$ cat src/rtl/restoring_divider_unit.sv
// Iterative unsigned restoring divider: one quotient bit per clock, answering
// a four-phase go/done request with quotient, remainder and a divide-by-zero flag.
module restoring_divider_unit #(
    parameter int WIDTH = 4
) (
    input  logic             clk,
    input  logic             rst,
    input  logic             go,
    input  logic [WIDTH-1:0] X,
    input  logic [WIDTH-1:0] Y,
    output logic             done,
    output logic             busy,
    output logic             dz_flag,
    output logic [WIDTH-1:0] Q,
    output logic [WIDTH-1:0] R,
    output logic [1:0]       CS
);

    localparam int CW = $clog2(WIDTH + 1);

    typedef enum logic [1:0] {
        IDLE = 2'b00,
        RUN  = 2'b01,
        DONE = 2'b10
    } state_t;

    state_t           state, state_nxt;
    logic [WIDTH-1:0] rem, quo, div;
    logic [CW-1:0]    count;
    logic [WIDTH-1:0] rem_sh, quo_sh, rem_step, quo_step;
    logic [WIDTH:0]   trial;
    logic             last_step;

    // Handshake: go is a level held by the initiator; a division starts only
    // when go is seen high in IDLE. done stays high while go stays high, and
    // the unit returns to IDLE only after go is seen low, so a held go never
    // restarts a second division.

    // rem < div always, so the shifted remainder never needs an extra bit.
    always_comb begin
        rem_sh    = {rem[WIDTH-2:0], quo[WIDTH-1]};
        quo_sh    = {quo[WIDTH-2:0], 1'b0};
        trial     = {1'b0, rem_sh} - {1'b0, div};
        rem_step  = trial[WIDTH] ? rem_sh : trial[WIDTH-1:0];
        quo_step  = {quo[WIDTH-2:0], ~trial[WIDTH]};
        last_step = (count == CW'(1));
    end

    always_ff @(posedge clk) begin
        if (rst) state <= IDLE;
        else     state <= state_nxt;
    end

    always_comb begin
        state_nxt = state;
        case (state)
            IDLE: begin
                if (go) state_nxt = (Y == '0) ? DONE : RUN;
            end
            RUN: begin
                if (last_step) state_nxt = DONE;
            end
            DONE: begin
                if (!go) state_nxt = IDLE;
            end
            default: state_nxt = IDLE;
        endcase
    end

    always_ff @(posedge clk) begin
        if (rst) begin
            rem     <= '0;
            quo     <= '0;
            div     <= '0;
            count   <= '0;
            Q       <= '0;
            R       <= '0;
            dz_flag <= 1'b0;
        end else begin
            case (state)
                IDLE: begin
                    if (go) begin
                        if (Y == '0) begin
                            Q       <= '1;
                            R       <= X;
                            dz_flag <= 1'b1;
                        end else begin
                            rem     <= '0;
                            quo     <= X;
                            div     <= Y;
                            count   <= CW'(WIDTH);
                            dz_flag <= 1'b0;
                        end
                    end
                end
                RUN: begin
                    rem   <= rem_step;
                    quo   <= quo_step;
                    count <= count - CW'(1);
                    if (last_step) begin
                        Q <= quo_step;
                        R <= rem_step;
                    end
                end
                default: ;
            endcase
        end
    end

    assign done = (state == DONE);
    assign busy = (state == RUN);
    assign CS   = state;

endmodule

$ cat config.mk
export PLATFORM = sky130hd
export DESIGN_NAME = restoring_divider_unit
export DESIGN_NICKNAME = d
export VERILOG_FILES = /design/src/rtl/restoring_divider_unit.sv
export SDC_FILE = /design/constraint.sdc
export NUM_CORES = 1
export LEC_CHECK = 0
export CAP_MARGIN = 20
export CORE_MARGIN = 2
export CORE_UTILIZATION = 34
export DETAILED_ROUTE_END_ITERATION = 8
export GPL_TIMING_DRIVEN = 0
export PLACE_DENSITY_LB_ADDON = 0.2
export SETUP_SLACK_MARGIN = 0.05
export SLEW_MARGIN = 20
export SYNTH_ARGS = -nofsm -noshare
export SYNTH_HDL_FRONTEND = slang
export SYNTH_SLANG_ARGS = --single-unit
$ cat constraint.sdc
create_clock -name clk -period 6.77 [get_ports clk]
set_input_delay 1.354 -clock clk [delete_from_list [all_inputs] [get_ports clk]]
set_output_delay 1.354 -clock clk [all_outputs]
set_load 0.05 [all_outputs]
==> results.toml, run 1 <==
[status]
status = "finished, final reports clean"

[clocking]
cts_hold_buf = 0
cts-buffers-inserted = 3
cts_resized = 0
post-cts-setup-buffers = 0
cts_max_path_buffers = 2
clkLatencyLatePin_ps = 270
cts_max_level = 1
clock-root-buffer = "clkbuf_8"
clock-sinks = 25
cts_tree = "done"
cts.clk_slew.worst_paths_ps = 100

[timing]
finalSetupTns_ps = 0
finalClockSkew_ps = 6.73
max_freq_mhz = 272
worst_slew_pin_slew_ps = 574
maxSlewHeadroom = 0.617
finalHoldViolCount = 0
fin_hold_ws_ps = 466
finalCritPeriodShare = 0.543
drv_slew = 0
rsz0062_at_grt = "no"
final-setup-viol-count = 0
period_minus_slack_ps = 3670

[worst_setup_path]
worstPathArrival_ps = 2320
critPathMaxFanout = 10
required_ps = 5420
r2r-start = "quo[3]"
ff2ff_path_depth = 9
worstSetupStartpointType = "register"
cp-startpoint = "CS[0]"
regToRegSetupSlack_ps = 4260
endpoint_kind = "output pin"
critPathKind = "reg2out"
r2r_end = "R[1]"

[power_and_ir_drop]
p_leak_uw = 0.000567
peakVddDrop_uv = 93.4
cellPowerDensity_nw_per_um2 = 224

[global_routing]
grt-ovfl-total = 0
grt_pass1_wl_um = 5030
grt_max_degree = 16
antenna_found_initial = 0
grt_pass1_vias = 1129
grt_util_all_layers = 0.148

[cells_and_area]
nets = 197
syn2layout_area_growth_pct = 25.6
n_antenna_cell = 0
post_route_cells_drive_above_1_share = 0.0899
register_area_um2 = 500
fillers = 379
multi_input_area_um2 = 701

[synthesis]
ys.flop_type = "dfxtp_1"
synth_edf_count = 0
synth.distinct_cells = 37
ys_async_sr_fraction = 0
synth_top_area_cell = "dfxtp_1"
synth_top_area_frac = 0.389
syn_nets = 170
yosysSeqAreaShare = 0.389
synth_area_leaders = "dfxtp_1 (39%), nor2_1 (7.3%), a21oi_1 (6.2%)"
synthTopCellsByCount = "dfxtp_1 (25), nor2_1 (25), nand2_1 (17), a21oi_1 (16), inv_1 (10)"
syn_inst = 152
ys_warn_count = 0
ys_ff_latch = 25
syn_area_um2 = 1290
synth.avg_cell_area_um2 = 8.47

[run]
max_cap_violations = 0

[floorplanning]
die_w_um = 65.5
coreArea_um2 = 3660
initial_core_util = 0.352
die_h_um = 65.5
ioPinCount = 24
num_rows = 22
dieArea_um2 = 4290

[worst_hold_path]
min_to = "dz_flag"
hold_start = "dz_flag"
whs_path_depth = 2
hold_path.class = "reg2reg"

[placement]
place_congestion = 0.791
place_hpwl_um = 2280
io_buffer_count = 22

[routing]
wl_per_cell_um = 13.1
first_pass_iters = 4
vias = 1149
wl_um = 2950
drt-initial-drc-count = 43
drtAntennaViolNets = 0
drc = 0
avgViaCountPerCell = 5.08
placed cells by master, fill, tap and decap left out, drive strengths merged, types with 2 or more instances in the layout:
| master | Yosys | routed |
|---|---|---|
| or4 | 2 | 2 |
| dfxtp | 25 | 25 |
| a211oi | 6 | 6 |
| nor4 | 3 | 3 |
| nand2 | 17 | 17 |
| buf | 2 | 2 |
| nor2b | 2 | 2 |
| nor2 | 25 | 25 |
| a21oi | 16 | 16 |
| inv | 10 | 10 |
| nand2b | 2 | 2 |
| ha | 6 | 6 |
| clkdlybuf4s50 | 0 | 22 |
| a311oi | 7 | 7 |
| a31oi | 3 | 3 |
| clkbuf | 6 | 9 |
| o21ai | 3 | 3 |
per-layer routing:
metal / part of all wire / global-route usage / wire length (um) / up-vias
met5: 0 / 0 / 0 / -
met4: 0.0034 / 0.0313 / 10 / 0
met3: 0.038 / 0.0154 / 111 / 2
met2: 0.48 / 0.272 / 1420 / 21
met1: 0.48 / 0.185 / 1410 / 538
li1: - / - / - / 588
sequential cells by signal, summed over array words and instances (netlist names):
register	flops
Q	4
R	4
div	4
quo	4
count	3
rem	3
CS	2
dz_flag	1
area by class of cell:
| type | count | area share |
|---|---|---|
| Multi-Input combinational cell | 108 | 0.433 |
| Sequential cell | 25 | 0.310 |
| Timing Repair Buffer | 22 | 0.136 |
| Tap cell | 48 | 0.0372 |
| Buffer | 8 | 0.0279 |
| Clock buffer | 3 | 0.0255 |
| Inverter | 11 | 0.0255 |
| Clock inverter | 1 | 0.00464 |
through the flow:
stage	instances	utilization	setup WS, ps	area (um2)	total power (uW)
finish	226	0.442	3100	1620	362
global route	226	0.442	2950	1620	381
CTS	226	0.442	3080	1620	363
detailed placement	222	0.428	3400	1570	273
global placement	222	0.428	3400	1570	271
floorplan	152	-	3780	1290	243
worst max path at each step:
stage | endpoint | slack, ps | cells past startpoint
floorplan | busy | 3780 | 3
global placement | busy | 3400 | 4
detailed placement | busy | 3400 | 4
CTS | busy | 3080 | 4
global route | busy | 2950 | 4
finish | busy | 3100 | 4
logic make-up after synthesis:
family	Yosys count	synth area share
AND/OR/NAND/NOR	57	0.211
AO/OA/AOI/OAI	40	0.229
flip-flops	25	0.389
buffers and inverters	19	0.0671
adder cells (fa/ha/maj)	7	0.0739
XOR/XNOR	2	0.0136
multiplexers	2	0.0165
critical path: stages, from the launching register on:
cell and delay, ps:
dfxtp_1 470, nand2b_1 110, clkinv_1 180, clkbuf_1 400, clkdlybuf4s50_1 890
power by group:
| part | switching, uW | internal, uW | leakage (uW) | total, uW |
|---|---|---|---|---|
| clock network | 50.6 | 41.7 | 0.0000217 | 92.3 |
| registers | 8.75 | 159 | 0.000205 | 167 |
| logic | 62.1 | 40.2 | 0.000340 | 102 |
| total | 122 | 240 | 0.000567 | 362 |
Note: power is estimated with default switching activity, not from simulation.
==> run 2, diff against run 1 <==
==> constraint.sdc (replaced) <==
create_clock -name clk -period 3.73 [get_ports clk]
set_input_delay 0.746 -clock clk [delete_from_list [all_inputs] [get_ports clk]]
set_output_delay 0.746 -clock clk [all_outputs]
set_load 0.05 [all_outputs]
==> results of run 2 <==
The final DEF is identical to that of run 1. Status: finished, final reports clean.
Main changes from that run: setup slack after placement 3400 ps -> 966 ps; setup slack after layout 3100 ps -> 663 ps; register-to-register setup slack 4260 ps -> 1220 ps; total power 362 uW -> 657 uW; worst IR drop on VDD 93.4 uV -> 169 uV
